File: config.mk
export PLATFORM = sky130hd
export DESIGN_NAME = scarf_trigger_mc
export DESIGN_NICKNAME = d
export VERILOG_FILES = /design/src/rtl/scarf_trigger_pkg.sv /design/src/rtl/trigger_qual.sv /design/src/rtl/scarf_trigger_mc.sv
export SDC_FILE = /design/constraint.sdc
export NUM_CORES = 1
export LEC_CHECK = 0
export CORE_MARGIN = 4
export CORE_UTILIZATION = 30
export DETAILED_ROUTE_END_ITERATION = 12
export SYNTH_ARGS = -nofsm -noshare
export SYNTH_HDL_FRONTEND = slang
export SYNTH_SLANG_ARGS = --single-unit
File: constraint.sdc
create_clock -name clk -period 5.8 [get_ports clk]
set_clock_uncertainty 0.2 [all_clocks]
set_input_delay 1.74 -clock clk [delete_from_list [all_inputs] [get_ports clk]]
set_output_delay 1.74 -clock clk [all_outputs]
set_load 0.03 [all_outputs]
File: src/rtl/scarf_trigger_pkg.sv
// Shared types for the multi-channel pulse-width trigger: the FSM state
// encoding, the qualifier type codes and the width comparison helper.
package scarf_trigger_pkg;

   typedef enum logic [1:0] {
      ST_IDLE    = 2'd0,
      ST_ARMED   = 2'd1,
      ST_FIRE    = 2'd2,
      ST_HOLDOFF = 2'd3
   } state_t;

   // Qualifier type codes; codes 5..7 are reserved and never qualify.
   localparam logic [2:0] TYPE_ANY     = 3'd0;  // any completed pulse
   localparam logic [2:0] TYPE_SHORT   = 3'd1;  // W < min
   localparam logic [2:0] TYPE_LONG    = 3'd2;  // W > min
   localparam logic [2:0] TYPE_INSIDE  = 3'd3;  // min < W < max
   localparam logic [2:0] TYPE_OUTSIDE = 3'd4;  // W < min or W > max

   // Decide whether a completed pulse of width w qualifies under qtype.
   // Arguments are widened to 32 bits so any counter width up to 32 fits.
   function automatic logic width_match(input logic [2:0]  qtype,
                                        input logic [31:0] w,
                                        input logic [31:0] w_min,
                                        input logic [31:0] w_max);
      logic hit;
      hit = 1'b0;
      case (qtype)
         TYPE_ANY:     hit = 1'b1;
         TYPE_SHORT:   hit = (w < w_min);
         TYPE_LONG:    hit = (w > w_min);
         TYPE_INSIDE:  hit = (w > w_min) && (w < w_max);
         TYPE_OUTSIDE: hit = (w < w_min) || (w > w_max);
         default:      hit = 1'b0;
      endcase
      width_match = hit;
   endfunction

endpackage

File: src/rtl/trigger_qual.sv
// One trigger channel: two-flop synchronizer, polarity fix-up, edge
// detection, tick-based pulse width counter and the width qualifier.
// The qualification is registered so the path from synchronizer to the
// FSM has exactly one stage of edge/qualify logic.
module trigger_qual
   import scarf_trigger_pkg::*;
#(
   parameter int CNT_W = 16
)
(
   input  logic             clk,
   input  logic             rst_sync,
   input  logic             enable,
   input  logic             src,
   input  logic             positive,
   input  logic             tick,
   input  logic [2:0]       cfg_type,
   input  logic [CNT_W-1:0] cfg_min,
   input  logic [CNT_W-1:0] cfg_max,
   input  logic             cfg_timeout,
   output logic             qual
);

   localparam logic [CNT_W-1:0] WIDTH_MAX = '1;
   localparam logic [CNT_W-1:0] WIDTH_ONE = CNT_W'(1);

   logic             sync1_reg;
   logic             sync2_reg;
   logic             level_prev_reg;
   logic             to_done_reg;
   logic             qual_reg;
   logic [CNT_W-1:0] width_reg;

   logic             level;
   logic             rise;
   logic             fall;
   logic             held;
   logic             timeout_mode;
   logic [CNT_W-1:0] threshold;
   logic             timeout_hit;
   logic             edge_hit;

   // Active level is always 1 after this point, whatever the source polarity.
   assign level = positive ? sync2_reg : ~sync2_reg;
   assign rise  = level & ~level_prev_reg;
   assign fall  = ~level & level_prev_reg;
   assign held  = level & level_prev_reg;

   // Timeout mode only makes sense for the "too long" style qualifiers.
   assign timeout_mode = cfg_timeout &&
                         ((cfg_type == TYPE_LONG) || (cfg_type == TYPE_OUTSIDE));
   assign threshold    = (cfg_type == TYPE_LONG) ? cfg_min : cfg_max;

   // Fire while the pulse is still active, once, as soon as it is too long.
   // The rise cycle is excluded because the counter still holds the last width.
   assign timeout_hit = timeout_mode && held && !to_done_reg && (width_reg > threshold);

   // A pulse already reported by timeout must not qualify again at its end.
   assign edge_hit = fall && !(timeout_mode && to_done_reg) &&
                     width_match(cfg_type, 32'(width_reg), 32'(cfg_min), 32'(cfg_max));

   assign qual = qual_reg;

   // Two-flop synchronizer and previous-level register for edge detection.
   always_ff @(posedge clk) begin
      if (rst_sync) begin
         sync1_reg      <= 1'b0;
         sync2_reg      <= 1'b0;
         level_prev_reg <= 1'b0;
      end else begin
         sync1_reg      <= src;
         sync2_reg      <= sync1_reg;
         level_prev_reg <= level;
      end
   end

   // Width counter: restarts on the active edge (counting that cycle's tick),
   // then counts ticks while active and saturates at all-ones.
   always_ff @(posedge clk) begin
      if (rst_sync || !enable) begin
         width_reg <= '0;
      end else if (rise) begin
         width_reg <= tick ? WIDTH_ONE : '0;
      end else if (level && tick && (width_reg != WIDTH_MAX)) begin
         width_reg <= width_reg + WIDTH_ONE;
      end
   end

   // Timeout-reported flag (per pulse) and the registered qualification.
   always_ff @(posedge clk) begin
      if (rst_sync || !enable) begin
         to_done_reg <= 1'b0;
         qual_reg    <= 1'b0;
      end else begin
         if (rise) begin
            to_done_reg <= 1'b0;
         end else if (timeout_hit) begin
            to_done_reg <= 1'b1;
         end
         qual_reg <= timeout_hit | edge_hit;
      end
   end

endmodule

File: src/rtl/scarf_trigger_mc.sv
// Multi-channel pulse-width trigger. Channel qualifiers feed a small
// IDLE/ARMED/FIRE/HOLDOFF controller that combines them in OR or AND mode,
// emits a one-cycle trigger, records the causing channels and counts triggers.
module scarf_trigger_mc
   import scarf_trigger_pkg::*;
#(
   parameter int NUM_CH  = 4,
   parameter int CNT_W   = 16,
   parameter int PRESC_W = 8
)
(
   input  logic               clk,
   input  logic               rst_sync,
   input  logic [NUM_CH-1:0]  trig_src,
   input  logic               cfg_enable,
   input  logic [NUM_CH-1:0]  cfg_ch_en,
   input  logic [NUM_CH-1:0]  cfg_positive,
   input  logic [2:0]         cfg_type,
   input  logic [CNT_W-1:0]   cfg_min,
   input  logic [CNT_W-1:0]   cfg_max,
   input  logic [PRESC_W-1:0] cfg_prescale,
   input  logic               cfg_timeout,
   input  logic               cfg_and,
   input  logic [CNT_W-1:0]   cfg_holdoff,
   input  logic               cfg_auto_rearm,
   input  logic               arm,
   output logic               trigger_out,
   output logic               armed,
   output logic [NUM_CH-1:0]  trig_ch,
   output logic [15:0]        trig_count
);

   state_t              state_reg;
   state_t              state_next;
   logic [PRESC_W-1:0]  presc_reg;
   logic [NUM_CH-1:0]   hits_reg;
   logic [CNT_W-1:0]    hold_cnt_reg;
   logic [NUM_CH-1:0]   trig_ch_reg;
   logic [15:0]         trig_count_reg;

   logic                tick;
   logic [NUM_CH-1:0]   qual_vec;
   logic [NUM_CH-1:0]   en_qual;
   logic                all_hit;
   logic [CNT_W:0]      hold_plus;
   logic                hold_done;
   logic                fire_now;

   // Tick on the last count of each prescaler period; ">=" keeps it safe
   // if the period is shortened while the counter is above the new limit.
   assign tick = cfg_enable && (presc_reg >= cfg_prescale);

   // Prescaler for the width-counter time base.
   always_ff @(posedge clk) begin
      if (rst_sync || !cfg_enable) begin
         presc_reg <= '0;
      end else if (tick) begin
         presc_reg <= '0;
      end else begin
         presc_reg <= presc_reg + PRESC_W'(1);
      end
   end

   generate
      for (genvar gi = 0; gi < NUM_CH; gi++) begin : g_ch
         trigger_qual #(
            .CNT_W (CNT_W)
         ) u_qual (
            .clk         (clk),
            .rst_sync    (rst_sync),
            .enable      (cfg_enable),
            .src         (trig_src[gi]),
            .positive    (cfg_positive[gi]),
            .tick        (tick),
            .cfg_type    (cfg_type),
            .cfg_min     (cfg_min),
            .cfg_max     (cfg_max),
            .cfg_timeout (cfg_timeout),
            .qual        (qual_vec[gi])
         );
      end
   endgenerate

   assign en_qual = qual_vec & cfg_ch_en;

   // AND mode completes in the same cycle the last missing channel qualifies.
   // An empty enable mask can never complete.
   assign all_hit = (|cfg_ch_en) &&
                    (((hits_reg | en_qual) & cfg_ch_en) == cfg_ch_en);

   // HOLDOFF lasts max(cfg_holdoff, 1) cycles.
   assign hold_plus = {1'b0, hold_cnt_reg} + {{CNT_W{1'b0}}, 1'b1};
   assign hold_done = (hold_plus >= {1'b0, cfg_holdoff});

   assign fire_now = (state_reg == ST_ARMED) && (state_next == ST_FIRE);

   // Next-state logic; disabling the block overrides every transition.
   always_comb begin
      state_next = state_reg;
      unique case (state_reg)
         ST_IDLE: begin
            if (arm) begin
               state_next = ST_ARMED;
            end
         end
         ST_ARMED: begin
            if (cfg_and ? all_hit : (|en_qual)) begin
               state_next = ST_FIRE;
            end
         end
         ST_FIRE: begin
            state_next = ST_HOLDOFF;
         end
         ST_HOLDOFF: begin
            if (hold_done) begin
               state_next = cfg_auto_rearm ? ST_ARMED : ST_IDLE;
            end
         end
         default: begin
            state_next = ST_IDLE;
         end
      endcase
      if (!cfg_enable) begin
         state_next = ST_IDLE;
      end
   end

   // State register.
   always_ff @(posedge clk) begin
      if (rst_sync) begin
         state_reg <= ST_IDLE;
      end else begin
         state_reg <= state_next;
      end
   end

   // Sticky AND-mode hits: only collected while ARMED, so they are empty on
   // every entry to ARMED and qualifications in other states are dropped.
   always_ff @(posedge clk) begin
      if (rst_sync || !cfg_enable || (state_reg != ST_ARMED)) begin
         hits_reg <= '0;
      end else begin
         hits_reg <= hits_reg | en_qual;
      end
   end

   // Holdoff cycle counter, running only inside HOLDOFF.
   always_ff @(posedge clk) begin
      if (rst_sync || (state_reg != ST_HOLDOFF)) begin
         hold_cnt_reg <= '0;
      end else begin
         hold_cnt_reg <= hold_cnt_reg + CNT_W'(1);
      end
   end

   // Record the causing channels and count the trigger as FIRE is entered,
   // so both are already valid while trigger_out is high.
   always_ff @(posedge clk) begin
      if (rst_sync) begin
         trig_ch_reg    <= '0;
         trig_count_reg <= '0;
      end else if (fire_now) begin
         trig_ch_reg <= en_qual;
         if (trig_count_reg != 16'hFFFF) begin
            trig_count_reg <= trig_count_reg + 16'd1;
         end
      end
   end

   assign trigger_out = (state_reg == ST_FIRE);
   assign armed       = (state_reg == ST_ARMED);
   assign trig_ch     = trig_ch_reg;
   assign trig_count  = trig_count_reg;

endmodule

==> results.yml <==
power_and_ir_drop:
  power.share.clock: 0.494
  p_int_mw: 1.751
  p_comb_frac: 0.121
  vdd_drop_max_v: 0.0001935
  p_switching_uw: 672.0
  p_sw_frac: 0.2773
  p_leak_nw: 5.662
  power_density_mw_per_mm2: 181.0
  pwr-share-seq: 0.384
clocking:
  cts_sinks: 134
  cts_tree: "built"
  clk_pin_slew_ps: 70
  cts-root-buf: "clkbuf_16"
  cts_made_buffers: 17
  cts_buffer_depth: 2
  insertion_delay_ps: 440
  htreeDepth: 4
  post-cts-setup-buffers: 0
  cts_hold_buf: 0
  cts_resized: 0
logic_synthesis:
  async_flop_share: 0
  synth_top_area_frac: 0.2495
  avgSynthCellArea_um2: 8.289
  ys_top_cells_by_area: "ha_1 25%, dfxtp_1 24%, nor2_1 4.4%, a21oi_1 3.6%, nand4_1 3.5%"
  synth_edf_count: 0
  synth.distinct_cells: 69
  synth.net_count: 1650
  ys_ff_latch: 134
  ys_seq_area_frac: 0.2399
  synth_area_leader_cell: "ha_1"
  syn_inst: 1349
  ys.flop_type: "dfxtp_1"
  synth_area_mm2: 0.01118
  yosys_warnings: 0
floorplan:
  core_area_mm2: 0.03670
  die_x_um: 201.1
  fp.dieArea_mm2: 0.04043
  rows: 70
  initial_core_util: 0.3047
  dieHeight_um: 201.1
  io_pins: 100
finish:
  fillerInstances: 3771
  drive_gt1_frac: 0.04567
  num_antenna_cells: 0
  nets: 1755
  layout_commonest_cell: "ha_1"
  multi_input_area_mm2: 0.008055
  syn2layout_area_growth_pct: 19.69
  layout.area.seq_mm2: 0.002683
  largest_reg_flops: 64
  utilization: 0.3647
  layout_common_cells: "223 x ha_1, 134 x dfxtp_1, 131 x nor2_1, 99 x clkdlybuf4s50_1, 86 x inv_1"
worst_setup_path:
  startpoint_type: "input port"
  cp.depth: 12
  cp-endpoint: "g_ch[2].u_qual.qual"
  crit_buf_inv: 2
  worst_path_max_delay_cell: "clkdlybuf4s50_1"
  worstPathArrival_ps: 5150
  worstPathCellList: "clkdlybuf4s50_1, nand2b_1, nor2_2, buf_4, mux2i_1, ha_1, and4_1, a221o_1, a221oi_1, nand2_1, nand4_1, o22ai_1"
  path_delay_family: "compound AO/OA/AOI/OAI gates"
  crit_type: "input port to flip-flop"
  cp-end-kind: "flip-flop"
  cp_max_fo: 9
  cpPeakStageDelay_ps: 630
  r2r-start: "hold_cnt_reg[0]"
  worstSetupStartpoint: "cfg_type[1]"
  required_ps: 5930
  reg2reg_slack_ps: 2440
  reg2reg_depth: 14
  r2r_end: "state_reg[0]"
sta:
  maxSlewViolCount: 0
  hold_slack_ps: 237.9
  max_freq_mhz: 199.1
  tightest_slew_ps: 969.8
  hold_viol: 0
  setup_viol: 0
  relSlewSlack: 0.3521
  setup_tns_ps: 0
  final.period_utilization: 0.8661
  period_needed_ps: 5023
  fin_ws_ps: 776.5
  rsz0062_at_grt: "false"
routing:
  vias: 10410
  drt_iter0_drc: 666
  drc: 0
  viasPerCell: 5.380
  dr.pass1.iters: 5
  routed.top_layer: "met5"
  routed-wl-met3_um: 2474
  routedWlPerCell_um: 18.84
  wl_met1_um: 17430
  postRouteAntennaNets: 0
  drt_wl_total_um: 36450
  wl_met2_um: 15480
global_route:
  track_usage: 0.1790
  grt_pass1_vias: 10080
  grt_max_degree: 32
  grt.overflow.total: 0
  antenna_found_initial: 5
  grt_pass1_wl_um: 57440
flow_run:
  drv_cap: 0
hold_path:
  hp-class: "flip-flop to flip-flop"
placement:
  io_buffer_count: 99
  routabilityCongestion: 0.9126
  place_hpwl_um: 29550
  pre_cts_slack_ps: 420.1
outcome:
  status: "completed"
-- cell families after synthesis --
group,Yosys count,synth area share
buffers and inverters,115,0.03995
multiplexers,23,0.02092
AND/OR/NAND/NOR,508,0.2345
XOR/XNOR,77,0.06031
adder cells (fa/ha/maj),223,0.2495
flip-flops,134,0.2399
AO/OA/AOI/OAI,269,0.1549
-- per-stage QoR --
stage	instances	power (mW)	cell area [um2]
finish	1935	2.423	13380
global route	1935	2.516	13380
CTS	1935	2.449	13380
detailed placement	1903	1.242	12760
global placement	1903	1.238	12760
floorplan	1349	1.104	11180
-- power groups by stage --
stage / Combinational [mW] / Clock (mW) / Sequential (mW)
3_5_place_dp: 0.290 / 0 / 0.952
6_report: 0.294 / 1.20 / 0.931
4_1_cts: 0.292 / 1.23 / 0.931
2_1_floorplan: 0.154 / 0 / 0.950
3_3_place_gp: 0.286 / 0 / 0.952
5_1_grt: 0.327 / 1.26 / 0.932
-- layout make-up --
type                       instances  share of cell area
clock buffer                      18             0.03281
multi-input combinational       1100              0.6019
inverter                          86             0.02412
clock inverter                    14             0.01402
timing repair buffer             115             0.08301
sequential                       134              0.2004
tap                              468             0.04375
-- how the worst min path moves through the flow --
| stage | from | to | cells after the start |
|---|---|---|---|
| 2_1_floorplan | g_ch[0].u_qual.sync1_reg | g_ch[0].u_qual.sync2_reg | 1 |
| 3_3_place_gp | g_ch[3].u_qual.sync1_reg | g_ch[3].u_qual.sync2_reg | 1 |
| 3_5_place_dp | g_ch[1].u_qual.sync1_reg | g_ch[1].u_qual.sync2_reg | 1 |
| 4_1_cts | g_ch[1].u_qual.sync1_reg | g_ch[1].u_qual.sync2_reg | 1 |
| 5_1_grt | g_ch[1].u_qual.sync1_reg | g_ch[1].u_qual.sync2_reg | 1 |
| 6_report | g_ch[1].u_qual.sync1_reg | g_ch[1].u_qual.sync2_reg | 1 |
-- per-layer routing --
layer | vias up | global-route usage
li1 | 5178 | -
met1 | 4833 | 0.2439
met2 | 319 | 0.2773
met3 | 70 | 0.04879
met4 | 10 | 0.05359
met5 | - | 0
-- synthesized netlist by cell type, types with 3 or more instances --
cell       number
ha_1          223
dfxtp_1       134
nor2_1        132
inv_1          86
a21oi_1        81
nand2_1        76
nand4_1        63
nand3_1        61
o21ai_0        61
xnor2_1        45
nor2b_1        38
nor3_1         34
xor2_1         32
a21o_1         29
clkbuf_1       22
mux2i_1        20
or3_1          20
nor4_1         19
o21a_1         15
and4_1         12
and2_1         10
and3_1         10
a2111oi_0       9
nand2b_1        8
a211oi_1        7
a31oi_1         7
nor3b_1         7
o211ai_1        7
buf_2           5
a221o_1         4
o21ai_1         4
o21bai_1        4
o221ai_1        4
or2_2           4
a221oi_1        3
a311oi_1        3
mux2_2          3
o22ai_1         3
(Power assumes the default switching activity.)
